## src/rtl/cs_pkg.sv

```systemverilog
// ---------------------------------------------------------------------------
// cs_pkg
// Shared definitions for the CS result buffer slice.
//   Y_W     : width of one CS result
//   DEPTH   : result FIFO entries (power of two, >= 2)
//   WARMUP  : valid samples thrown away after reset while the window fills
//   IDX_W   : width of the per-result sequence index
//   state_t : buffer FSM states (WARM, RUN)
//   entry_t : one queued result {idx, data}
//   sat_inc : saturating increment used by the drop counter
// ---------------------------------------------------------------------------
package cs_pkg;

    localparam int Y_W    = 10;
    localparam int DEPTH  = 8;
    localparam int WARMUP = 8;
    localparam int IDX_W  = 8;

    typedef enum logic [0:0] {
        WARM = 1'b0,
        RUN  = 1'b1
    } state_t;

    typedef struct packed {
        logic [IDX_W-1:0] idx;
        logic [Y_W-1:0]   data;
    } entry_t;

    // Increment that sticks at all-ones instead of wrapping.
    function automatic logic [IDX_W-1:0] sat_inc(input logic [IDX_W-1:0] v);
        logic [IDX_W-1:0] r;
        if (v == {IDX_W{1'b1}}) begin
            r = v;
        end else begin
            r = v + {{(IDX_W-1){1'b0}}, 1'b1};
        end
        return r;
    endfunction

endpackage

```

## src/rtl/cs_result_buffer_if.sv

```systemverilog
// ---------------------------------------------------------------------------
// cs_result_buffer_if
// Bundles the CS result input stream, the drained result stream and the
// loss statistics of the result buffer.
//   y / y_valid                  : incoming CS results
//   dout / dout_idx / dout_valid : head of the result queue
//   dout_ready                   : consumer accepts dout
//   overflow / drop_cnt / level  : loss statistics and queue occupancy
// Modports: slave = the buffer, master = producer/consumer side.
// ---------------------------------------------------------------------------
interface cs_result_buffer_if
    import cs_pkg::*;
#(
    parameter int Y_W_P   = Y_W,
    parameter int DEPTH_P = DEPTH
) ();

    logic [Y_W_P-1:0]          y;
    logic                      y_valid;
    logic [Y_W_P-1:0]          dout;
    logic [IDX_W-1:0]          dout_idx;
    logic                      dout_valid;
    logic                      dout_ready;
    logic                      overflow;
    logic [7:0]                drop_cnt;
    logic [$clog2(DEPTH_P):0]  level;

    modport slave (
        input  y, y_valid, dout_ready,
        output dout, dout_idx, dout_valid, overflow, drop_cnt, level
    );

    modport master (
        output y, y_valid, dout_ready,
        input  dout, dout_idx, dout_valid, overflow, drop_cnt, level
    );

endinterface

```

## src/rtl/cs_sync_fifo.sv

```systemverilog
// ---------------------------------------------------------------------------
// cs_sync_fifo
// Single-clock FIFO with a registered head. The head register always holds
// the entry that will be at the front after the current edge, so a push into
// an empty FIFO is visible one cycle later and a pop exposes the next entry
// on the same edge.
//   clk, reset : clock, synchronous active-high reset
//   push, din  : write request and data (ignored when full without a pop)
//   pop        : read request (ignored when empty)
//   head       : registered front entry
//   full/empty : occupancy flags (empty is registered)
//   level      : occupancy, wr_ptr - rd_ptr
// ---------------------------------------------------------------------------
module cs_sync_fifo #(
    parameter int WIDTH = 18,
    parameter int DEPTH = 8
) (
    input  logic                      clk,
    input  logic                      reset,
    input  logic                      push,
    input  logic                      pop,
    input  logic [WIDTH-1:0]          din,
    output logic [WIDTH-1:0]          head,
    output logic                      full,
    output logic                      empty,
    output logic [$clog2(DEPTH):0]    level
);

    localparam int AW = $clog2(DEPTH);
    localparam int LW = AW + 1;

    // Pointers carry one extra wrap bit so wr - rd distinguishes full from empty.
    logic [LW-1:0]    wr_ptr_q, wr_ptr_d;
    logic [LW-1:0]    rd_ptr_q, rd_ptr_d;
    logic [WIDTH-1:0] head_q, head_d;
    logic             valid_q, valid_d;
    logic [WIDTH-1:0] mem_q [DEPTH];

    logic [LW-1:0]    level_s;
    logic [LW-1:0]    level_next_s;
    logic [LW-1:0]    level_after_pop_s;
    logic             full_s;
    logic             pop_s;
    logic             push_s;

    assign level_s = wr_ptr_q - rd_ptr_q;
    assign full_s  = (level_s == LW'(DEPTH));
    assign pop_s   = pop & valid_q;
    assign push_s  = push & (~full_s | pop_s);

    // Next pointers, occupancy and head-register contents.
    always_comb begin
        wr_ptr_d          = wr_ptr_q + {{AW{1'b0}}, push_s};
        rd_ptr_d          = rd_ptr_q + {{AW{1'b0}}, pop_s};
        level_next_s      = wr_ptr_d - rd_ptr_d;
        level_after_pop_s = level_s - {{AW{1'b0}}, pop_s};
        valid_d           = (level_next_s != {LW{1'b0}});
        head_d            = head_q;
        if (level_next_s == {LW{1'b0}}) begin
            head_d = head_q;
        end else if (push_s && (level_after_pop_s == {LW{1'b0}})) begin
            // The entry written on this edge becomes the front.
            head_d = din;
        end else begin
            head_d = mem_q[rd_ptr_d[AW-1:0]];
        end
    end

    // Pointer, head and valid registers.
    always_ff @(posedge clk) begin
        if (reset) begin
            wr_ptr_q <= {LW{1'b0}};
            rd_ptr_q <= {LW{1'b0}};
            head_q   <= {WIDTH{1'b0}};
            valid_q  <= 1'b0;
        end else begin
            wr_ptr_q <= wr_ptr_d;
            rd_ptr_q <= rd_ptr_d;
            head_q   <= head_d;
            valid_q  <= valid_d;
        end
    end

    // Storage array; contents need no reset since the pointers gate reads.
    always_ff @(posedge clk) begin
        if (push_s) begin
            mem_q[wr_ptr_q[AW-1:0]] <= din;
        end
    end

    assign head  = head_q;
    assign full  = full_s;
    assign empty = ~valid_q;
    assign level = level_s;

endmodule

```

## src/rtl/cs_result_buffer.sv

```systemverilog
// ---------------------------------------------------------------------------
// cs_result_buffer
// Discards the first WARMUP_P valid CS results after reset (window fill),
// then queues every further result tagged with an 8-bit sequence index.
// Results that find the queue full are dropped; the index still advances so
// the gap in dout_idx shows the loss, and overflow/drop_cnt record it.
//   clk   : clock
//   reset : synchronous active-high reset (flushes queue, clears statistics)
//   bus   : cs_result_buffer_if.slave (y stream in, dout stream out, stats)
// ---------------------------------------------------------------------------
module cs_result_buffer
    import cs_pkg::*;
#(
    parameter int WARMUP_P = WARMUP
) (
    input  logic               clk,
    input  logic               reset,
    cs_result_buffer_if.slave  bus
);

    localparam int         ENTRY_W     = $bits(entry_t);
    localparam state_t     RESET_STATE = (WARMUP_P == 0) ? RUN : WARM;
    localparam logic [7:0] WARM_LAST   = 8'(WARMUP_P - 1);

    state_t             state_q, state_d;
    logic [7:0]         warm_cnt_q, warm_cnt_d;
    logic [IDX_W-1:0]   seq_q, seq_d;
    logic               overflow_q, overflow_d;
    logic [7:0]         drop_cnt_q, drop_cnt_d;

    logic               push_req_s;
    logic               push_acc_s;
    logic               pop_s;
    logic               fifo_full_s;
    logic               fifo_empty_s;
    logic [ENTRY_W-1:0] head_vec_s;
    entry_t             head_s;
    entry_t             push_entry_s;
    logic [$clog2(DEPTH):0] level_s;

    assign pop_s        = ~fifo_empty_s & bus.dout_ready;
    assign push_entry_s = '{idx: seq_q, data: bus.y};

    // FSM next state, warm-up counting and push/drop bookkeeping.
    always_comb begin
        state_d    = state_q;
        warm_cnt_d = warm_cnt_q;
        seq_d      = seq_q;
        overflow_d = overflow_q;
        drop_cnt_d = drop_cnt_q;
        push_req_s = 1'b0;

        case (state_q)
            WARM: begin
                if (bus.y_valid) begin
                    warm_cnt_d = warm_cnt_q + 8'd1;
                    if (warm_cnt_q == WARM_LAST) begin
                        state_d = RUN;
                    end else begin
                        state_d = WARM;
                    end
                end else begin
                    warm_cnt_d = warm_cnt_q;
                end
            end
            RUN: begin
                push_req_s = bus.y_valid;
            end
            default: begin
                state_d = RESET_STATE;
            end
        endcase

        // A full queue still accepts a push when the head leaves on the same edge.
        push_acc_s = push_req_s & (~fifo_full_s | pop_s);

        if (push_req_s) begin
            seq_d = seq_q + 8'd1;
            if (!push_acc_s) begin
                overflow_d = 1'b1;
                drop_cnt_d = sat_inc(drop_cnt_q);
            end else begin
                overflow_d = overflow_q;
                drop_cnt_d = drop_cnt_q;
            end
        end else begin
            seq_d = seq_q;
        end
    end

    // FSM, counters and statistics registers.
    always_ff @(posedge clk) begin
        if (reset) begin
            state_q    <= RESET_STATE;
            warm_cnt_q <= 8'd0;
            seq_q      <= {IDX_W{1'b0}};
            overflow_q <= 1'b0;
            drop_cnt_q <= 8'd0;
        end else begin
            state_q    <= state_d;
            warm_cnt_q <= warm_cnt_d;
            seq_q      <= seq_d;
            overflow_q <= overflow_d;
            drop_cnt_q <= drop_cnt_d;
        end
    end

    cs_sync_fifo #(
        .WIDTH (ENTRY_W),
        .DEPTH (DEPTH)
    ) u_fifo (
        .clk   (clk),
        .reset (reset),
        .push  (push_acc_s),
        .pop   (pop_s),
        .din   (push_entry_s),
        .head  (head_vec_s),
        .full  (fifo_full_s),
        .empty (fifo_empty_s),
        .level (level_s)
    );

    assign head_s         = entry_t'(head_vec_s);
    assign bus.dout       = head_s.data;
    assign bus.dout_idx   = head_s.idx;
    assign bus.dout_valid = ~fifo_empty_s;
    assign bus.overflow   = overflow_q;
    assign bus.drop_cnt   = drop_cnt_q;
    assign bus.level      = level_s;

endmodule

```

## src/flat_wrapper.sv

```systemverilog
// flat-port wrapper written by rule: the top's interface ports become plain ports
module cs_result_buffer_flat import cs_pkg::*;
#(
    parameter int WARMUP_P = WARMUP
)
  (clk, reset, bus_y, bus_y_valid, bus_dout_ready, bus_dout, bus_dout_idx, bus_dout_valid, bus_overflow, bus_drop_cnt, bus_level);
  cs_result_buffer_if bus_i ();
  input  logic clk;
  input  logic reset;
  input wire logic [$bits(bus_i.y)-1:0] bus_y;
  input wire logic [$bits(bus_i.y_valid)-1:0] bus_y_valid;
  input wire logic [$bits(bus_i.dout_ready)-1:0] bus_dout_ready;
  output wire logic [$bits(bus_i.dout)-1:0] bus_dout;
  output wire logic [$bits(bus_i.dout_idx)-1:0] bus_dout_idx;
  output wire logic [$bits(bus_i.dout_valid)-1:0] bus_dout_valid;
  output wire logic [$bits(bus_i.overflow)-1:0] bus_overflow;
  output wire logic [$bits(bus_i.drop_cnt)-1:0] bus_drop_cnt;
  output wire logic [$bits(bus_i.level)-1:0] bus_level;
  assign bus_i.y = bus_y;
  assign bus_i.y_valid = bus_y_valid;
  assign bus_i.dout_ready = bus_dout_ready;
  assign bus_dout = bus_i.dout;
  assign bus_dout_idx = bus_i.dout_idx;
  assign bus_dout_valid = bus_i.dout_valid;
  assign bus_overflow = bus_i.overflow;
  assign bus_drop_cnt = bus_i.drop_cnt;
  assign bus_level = bus_i.level;
  cs_result_buffer #(.WARMUP_P(WARMUP_P)) u_core (.clk(clk), .reset(reset), .bus(bus_i));
endmodule
```

## config.mk

```make
export PLATFORM = sky130hd
export DESIGN_NAME = cs_result_buffer_flat
export DESIGN_NICKNAME = d
export VERILOG_FILES = /design/src/rtl/cs_pkg.sv /design/src/rtl/cs_result_buffer_if.sv /design/src/rtl/cs_sync_fifo.sv /design/src/rtl/cs_result_buffer.sv /design/src/flat_wrapper.sv
export SDC_FILE = /design/constraint.sdc
export NUM_CORES = 1
export LEC_CHECK = 0
export CORE_ASPECT_RATIO = 0.5
export CORE_MARGIN = 2
export CORE_UTILIZATION = 57
export CTS_CLUSTER_DIAMETER = 30
export DETAILED_ROUTE_END_ITERATION = 10
export DONT_BUFFER_PORTS = 1
export PLACE_DENSITY = 0.76
export RECOVER_POWER = 50
export SYNTH_ARGS = -nofsm -noshare
export SYNTH_HDL_FRONTEND = slang
export SYNTH_SLANG_ARGS = --single-unit
```

## constraint.sdc

```tcl
create_clock -name clk -period 4.3 [get_ports clk]
set_input_delay 0.86 -clock clk [delete_from_list [all_inputs] [get_ports clk]]
set_output_delay 0.86 -clock clk [all_outputs]
set_load 0.01 [all_outputs]
```

== Yosys cells after proc, flatten, opt, wreduce, memory -nomap -nowiden ==
Memory sizes are Yosys's and may differ from the RTL's.
Cells that the tools add are included.

* Muxes and demuxes: 7
* Add/sub/neg operators: 8
* Reduce and logical (&&, ||, !) cells: 7
* Bitwise gates (word level): 10
* Equal/unequal tests: 3

{| class="wikitable"
|+ Operators with widths
! kind !! number
|-
| $add A8 B1 Y8 const B || 3
|-
| $mux W18 || 1
|-
| $add A4 B1 Y4 || 2
|-
| $eq A8 B3 Y1 const B || 1
|-
| $eq A8 B8 Y1 const B || 1
|-
| $logic_not A4 Y1 || 2
|-
| $sub A4 B4 Y4 || 2
|-
| $mux W1 || 6
|-
| $and A1 B1 Y1 || 4
|-
| $eq A4 B4 Y1 const B || 1
|-
| $not A1 Y1 || 4
|-
| $reduce_and A2 Y1 || 2
|-
| $reduce_bool A4 Y1 || 1
|-
| $sub A4 B1 Y4 || 1
|-
| $reduce_and A3 Y1 || 1
|-
| $or A1 B1 Y1 || 2
|-
| $logic_and A1 B1 Y1 || 1
|}

* Output and inout bits: 32
* Bits in registers: 53
* RAM bits: 144
* Bits of input ports: 14
* Memories kept: 1
* Word-level logic and storage cells: 45

{| class="wikitable"
|+ Memory list
! name !! words !! bits a word !! rd ports !! clocked after Yosys merged registers in !! wr ports !! line !! RTL
|-
| u_core.u_fifo.mem_q || 8 || 18 || 1 || 0 || 1 || cs_sync_fifo.sv:37 || <nowiki>logic [WIDTH-1:0] mem_q [DEPTH];</nowiki>
|}

== Depth between registers and ports, before layout ==
* Word-level depth: 9
* Mapped depth: 18
* Mapped depth without buffers: 16

== Hierarchy ==
Synthesis repeated with hierarchy kept, for this count alone.

* Cell total of the unflattened synthesis: 523
* Area total of the unflattened synthesis: 7987.7 µm²

{| class="wikitable"
|+ By module, submodules not included
! module !! cells an instance !! seq. area each (µm²) !! area an instance (µm²) !! times used
|-
| cs_sync_fifo || 388 || 4864.7 || 6810.3 || 1
|-
| cs_result_buffer || 135 || 520.5 || 1177.4 || 1
|}

== Least setup slack after synthesis ==
Ideal clock, no wire load.

* Path type: flip-flop to flip-flop
* Start point: reg u_core.u_fifo.wr_ptr_q[0]
* End point: reg u_core.u_fifo.head_q[10], in the netlist u_core.u_fifo.head[10]
* Period minus slack after synthesis: 4.077 ns
* Arrival: 4.006 ns
* Buffers on the path: 2
* Data required time: 4.228 ns
* Setup slack: 0.223 ns
* Cell stages (with the launch flop): 18
* Setup time: 0.072 ns
* Path through: dfxtp_1 inv_1 ha_1 inv_1 fa_1 or4b_4 a21oi_1 nor2_1 ha_1 ha_1 ha_1 nor2b_1 o21ai_0 nor4b_1 mux2_2 buf_2 buf_4 mux2i_1

* Longest elaborated chain between the ends: 9
* Elaborated cells between the ends (all ways): 14
* Classes of those cells: add/sub: 4; eq/ne: 1; mux: 1; bitwise: 5; reduce/logical: 3

{| class="wikitable"
|+ RTL lines
! element !! line !! RTL
|-
| start: declaration || cs_sync_fifo.sv:33 || <nowiki>logic [LW-1:0] wr_ptr_q, wr_ptr_d;</nowiki>
|-
| start signal: assignment || cs_sync_fifo.sv:72 || <nowiki>wr_ptr_q <= {LW{1'b0}};</nowiki>
|-
| start signal: assignment || cs_sync_fifo.sv:77 || <nowiki>wr_ptr_q <= wr_ptr_d;</nowiki>
|-
| $sub A4 B4 Y4 (*) || cs_sync_fifo.sv:46 || <nowiki>assign level_s = wr_ptr_q - rd_ptr_q;</nowiki>
|-
| net bus_level[1] || flat_wrapper.sv:18 || <nowiki>output wire logic [$bits(bus_i.level)-1:0] bus_level;</nowiki>
|-
| $eq A4 B4 Y1 (*) || cs_sync_fifo.sv:47 || <nowiki>assign full_s = (level_s == LW'(DEPTH));</nowiki>
|-
| $not A1 Y1 (*) || cs_sync_fifo.sv:49, cs_result_buffer.sv:75 ||
|-
| $or A1 B1 Y1 || cs_result_buffer.sv:75 || <nowiki>push_acc_s = push_req_s & (~fifo_full_s | pop_s);</nowiki>
|-
| $and A1 B1 Y1 || cs_result_buffer.sv:75 ||
|-
| $and A1 B1 Y1 (*) || cs_sync_fifo.sv:49 || <nowiki>assign push_s = push & (~full_s | pop_s);</nowiki>
|-
| $add A4 B1 Y4 (*) || cs_sync_fifo.sv:53 || <nowiki>wr_ptr_d = wr_ptr_q + {{AW{1'b0}}, push_s};</nowiki>
|-
| net u_core.u_fifo.wr_ptr_d[1] || cs_sync_fifo.sv:33 ||
|-
| $sub A4 B4 Y4 (*) || cs_sync_fifo.sv:55 || <nowiki>level_next_s = wr_ptr_d - rd_ptr_d;</nowiki>
|-
| $logic_not A4 Y1 (*) || cs_sync_fifo.sv:59 || <nowiki>if (level_next_s == {LW{1'b0}}) begin</nowiki>
|-
| end signal: assignment || cs_sync_fifo.sv:74 || <nowiki>head_q <= {WIDTH{1'b0}};</nowiki>
|-
| end: declaration || cs_sync_fifo.sv:35 || <nowiki>logic [WIDTH-1:0] head_q, head_d;</nowiki>
|}

The timed path passes the listed nets; every way through them passes the cells marked *.
A chain may end at the register's enable or synchronous reset.

== Worst setup path in the final report ==
* Start point: reg u_core.u_fifo.wr_ptr_q[0]
* End point: reg u_core.u_fifo.head_q[4], in the netlist u_core.u_fifo.head[4]

* Longest elaborated chain between the ends: 9
* Elaborated cells between the ends (all ways): 14
* Classes of those cells: add/sub: 4; eq/ne: 1; mux: 1; bitwise: 5; reduce/logical: 3

{| class="wikitable"
|+ RTL lines
! element !! line
|-
| $sub A4 B4 Y4 || cs_sync_fifo.sv:46
|-
| $eq A4 B4 Y1 || cs_sync_fifo.sv:47
|-
| $not A1 Y1 || cs_sync_fifo.sv:49, cs_result_buffer.sv:75
|-
| $or A1 B1 Y1 || cs_result_buffer.sv:75
|-
| $and A1 B1 Y1 || cs_result_buffer.sv:75
|-
| $and A1 B1 Y1 || cs_sync_fifo.sv:49
|-
| $add A4 B1 Y4 (*) || cs_sync_fifo.sv:53
|-
| net u_core.u_fifo.wr_ptr_d[1] || cs_sync_fifo.sv:33
|-
| $sub A4 B4 Y4 (*) || cs_sync_fifo.sv:55
|-
| $logic_not A4 Y1 (*) || cs_sync_fifo.sv:59
|}

Marks and branches as above.

==> flow_summary.yaml <==
timing:
  fin_skew_ps: 18.8
  setup_viol: 0
  setup_ws_ps: 207
  period_needed_ps: 4090
  post-route-period-util_pct: 95.2
  hold_violations: 0
  slew_viol_final: 0
  worstMarginPinSlew_ps: 843
  max_freq_mhz: 244
  rsz0062_at_grt: "no"
  setup-tns-final_ps: 0
  slew_headroom_pct: 43.8
critical_path:
  worstPathCellList: "inv_1 -> ha_1 -> inv_1 -> fa_1 -> xnor2_2 -> or4b_4 -> a21oi_1 -> nor2_1 -> ha_1 -> ha_1 -> ha_1 -> nor2b_1 -> o21ai_0 -> nor4b_1 -> mux2_2 -> buf_12 -> mux2i_2"
  cp_max_fo: 19
  critPathRequiredTime_ps: 4650
  endpoint_kind: "flip-flop"
  start_kind: "flip-flop"
  cp_common_cell: "ha_1"
  critPathKind: "flip-flop to flip-flop"
  cp.arrival_ps: 4450
  cpPeakStageDelay_ps: 490
  crit_path_top_delay_cell: "or4b_4"
finish:
  fin_nets: 594
  final_cell_mix: "144 x edfxtp_1, 66 x nor2_1, 53 x dfxtp_1, 36 x mux4_2, 35 x nand2_1"
  layout_commonest_cell: "edfxtp_1"
  syn2layout_area_growth_pct: 11.3
  multiInputGateArea_sq_um: 2660
  drive_gt1_share_pct: 18.7
  seqCellArea_sq_um: 5390
  utilization_pct: 66.1
  diodes: 0
  nFillCells: 932
die:
  initial_core_util_pct: 59.4
  die_w_microns: 173
  num_rows: 30
  coreArea_sq_um: 13800
  fp.dieH_microns: 88.8
  die_area_sq_um: 15400
  pin_count: 46
global_routing:
  grt_pass1_wl_microns: 25700
  grt_pass1_vias: 4653
  grt-ovfl-total: 0
  antenna_found_initial: 0
  grt_usage_pct: 22.8
  grt_max_degree: 38
logic_synthesis:
  synth_edf_count: 144
  yosysSeqAreaShare_pct: 65.8
  ys_warn_count: 0
  netlist_instances: 554
  ys_ff_latch: 197
  async_flop_share_pct: 0
  synth.distinct_cells: 46
  synth-main-ff-cell: "edfxtp_1"
  synth_fp_nets: 583
  synth_area_per_cell_sq_um: 14.8
  netlist_area_sq_um: 8190
clocking:
  post_cts_buffers: 0
  postCtsHoldBufs: 0
  cts_sinks: 197
  clk_pin_slew_ps: 80
  cts_tree: "yes"
  cts_resized: 0
  cts_root_buf: "clkbuf_16"
  clk_path_buf_depth: 2
  h-tree-depth: 4
  cts-buffers-inserted: 17
  insertion_delay_ps: 440
drt:
  antenna_left: 0
  wire_per_inst_microns: 21.5
  drt-total-wl_microns: 16500
  drtIter0Drc: 427
  drt_first_pass_iters: 4
  drc_errors: 0
  vias: 4724
  vias_per_cell: 6.14
run:
  timing.max_cap.violations: 0
hold_path:
  hold_class: "primary input to flip-flop"
power:
  pwr_density_cell_nw_per_um2: 519
  total_power_uw: 4730
  vdd_ir_drop_max_mv: 0.256
  p_leak_uw: 0.00306
place:
  numPortBuffers: 0
  routabilityCongestion: 0.800
  pre_cts_slack_ps: 250
  detailedPlacementHpwl_microns: 9880
status:
  status: "completed"
==> cells by family (layout without fill, tap and decap cells) <==
family,count (synthesis),in the layout,share of synthesized area (%)
simple gates,172,172,10.1
mux,63,63,13.3
fa+ha+maj,15,15,2.38
flops,197,197,65.8
xor+xnor,20,20,2.37
compound gates,45,45,3.87
buf+inv,42,66,2.19
==> where the power goes <==
part / internal [uW] / total, uW / switching, uW
Combinational: 438 / 883 / 445
Clock: 840 / 1610 / 770
Sequential: 2120 / 2240 / 117
Total: 3400 / 4730 / 1330
==> final cells by class <==
class	count	area share, %
Multi-Input combinational cell	315	29.2
Tap cell	192	2.64
Clock inverter	14	1.94
Inverter	16	0.659
Sequential cell	197	59.1
Timing Repair Buffer	18	1.76
Clock buffer	18	4.71
==> cells in the mapped netlist, types with 5 or more instances <==
library cell / number / area share [%]
a21oi_1: 12 / 0.73
and3_1: 5 / 0.38
buf_2: 8 / 0.49
clkbuf_1: 13 / 0.60
dfxtp_1: 53 / 13
edfxtp_1: 144 / 53
ha_1: 14 / 2.1
inv_1: 14 / 0.64
mux2_2: 7 / 0.96
mux2i_1: 19 / 2.3
mux4_2: 36 / 9.9
nand2_1: 35 / 1.6
nand3_1: 7 / 0.43
nand4_1: 8 / 0.61
nor2_1: 72 / 3.3
nor2b_1: 6 / 0.46
o21ai_0: 7 / 0.43
o221ai_1: 18 / 1.9
or3_1: 18 / 1.4
xnor2_1: 9 / 0.96
xor2_1: 10 / 1.1
==> per-stage QoR <==
step	instances	hold WS, ps	area [sq um]
floorplan	554	454	8190
global placement	738	467	8500
detailed placement	738	480	8500
CTS	770	475	9110
global route	770	474	9110
finish	770	490	9110
==> worst max-delay path, delay by kind of cell (launching register included) <==
family,cells,cell delay (ps)
adder cells (fa/ha/maj),5,1390
AND/OR/NAND/NOR,4,930
multiplexers,2,480
AO/OA/AOI/OAI,2,370
flip-flops,1,330
buffers and inverters,3,330
XOR/XNOR,1,200
==> flip-flops by register name (all words and copies together), names as in the netlist <==
register,count
u_core.u_fifo.mem_q,144
u_core.u_fifo.head,18
u_core.bus.drop_cnt,8
u_core.seq_q,8
u_core.warm_cnt_q,8
u_core.u_fifo.rd_ptr_q,4
u_core.u_fifo.wr_ptr_q,4
u_core.bus.overflow,1
u_core.state_q,1
u_core.u_fifo.valid_q,1
==> path summary, 6_finish.rpt <==
check	cells past startpoint	start	slack, ps	end
max	17	u_core.u_fifo.wr_ptr_q[0]	210	u_core.u_fifo.head[4]
min	1	reset	490	u_core.bus.drop_cnt[4]
max reg2reg	17	u_core.u_fifo.wr_ptr_q[0]	210	u_core.u_fifo.head[4]
min reg2reg	2	u_core.warm_cnt_q[7]	490	u_core.warm_cnt_q[7]
==> per-layer routing <==
metal  vias to the layer above  share of wire, %  wire (microns)  global-route usage (%)
li1                       2143                 -               -                       -
met1                      2376                43            7130                    30.7
met2                       184                47            7820                    37.4
met3                        21               8.3            1370                    5.84
met4                         0               1.3             219                    7.32
met5                         -                 0               0                       0
Power figures use the tool's default switching activity.
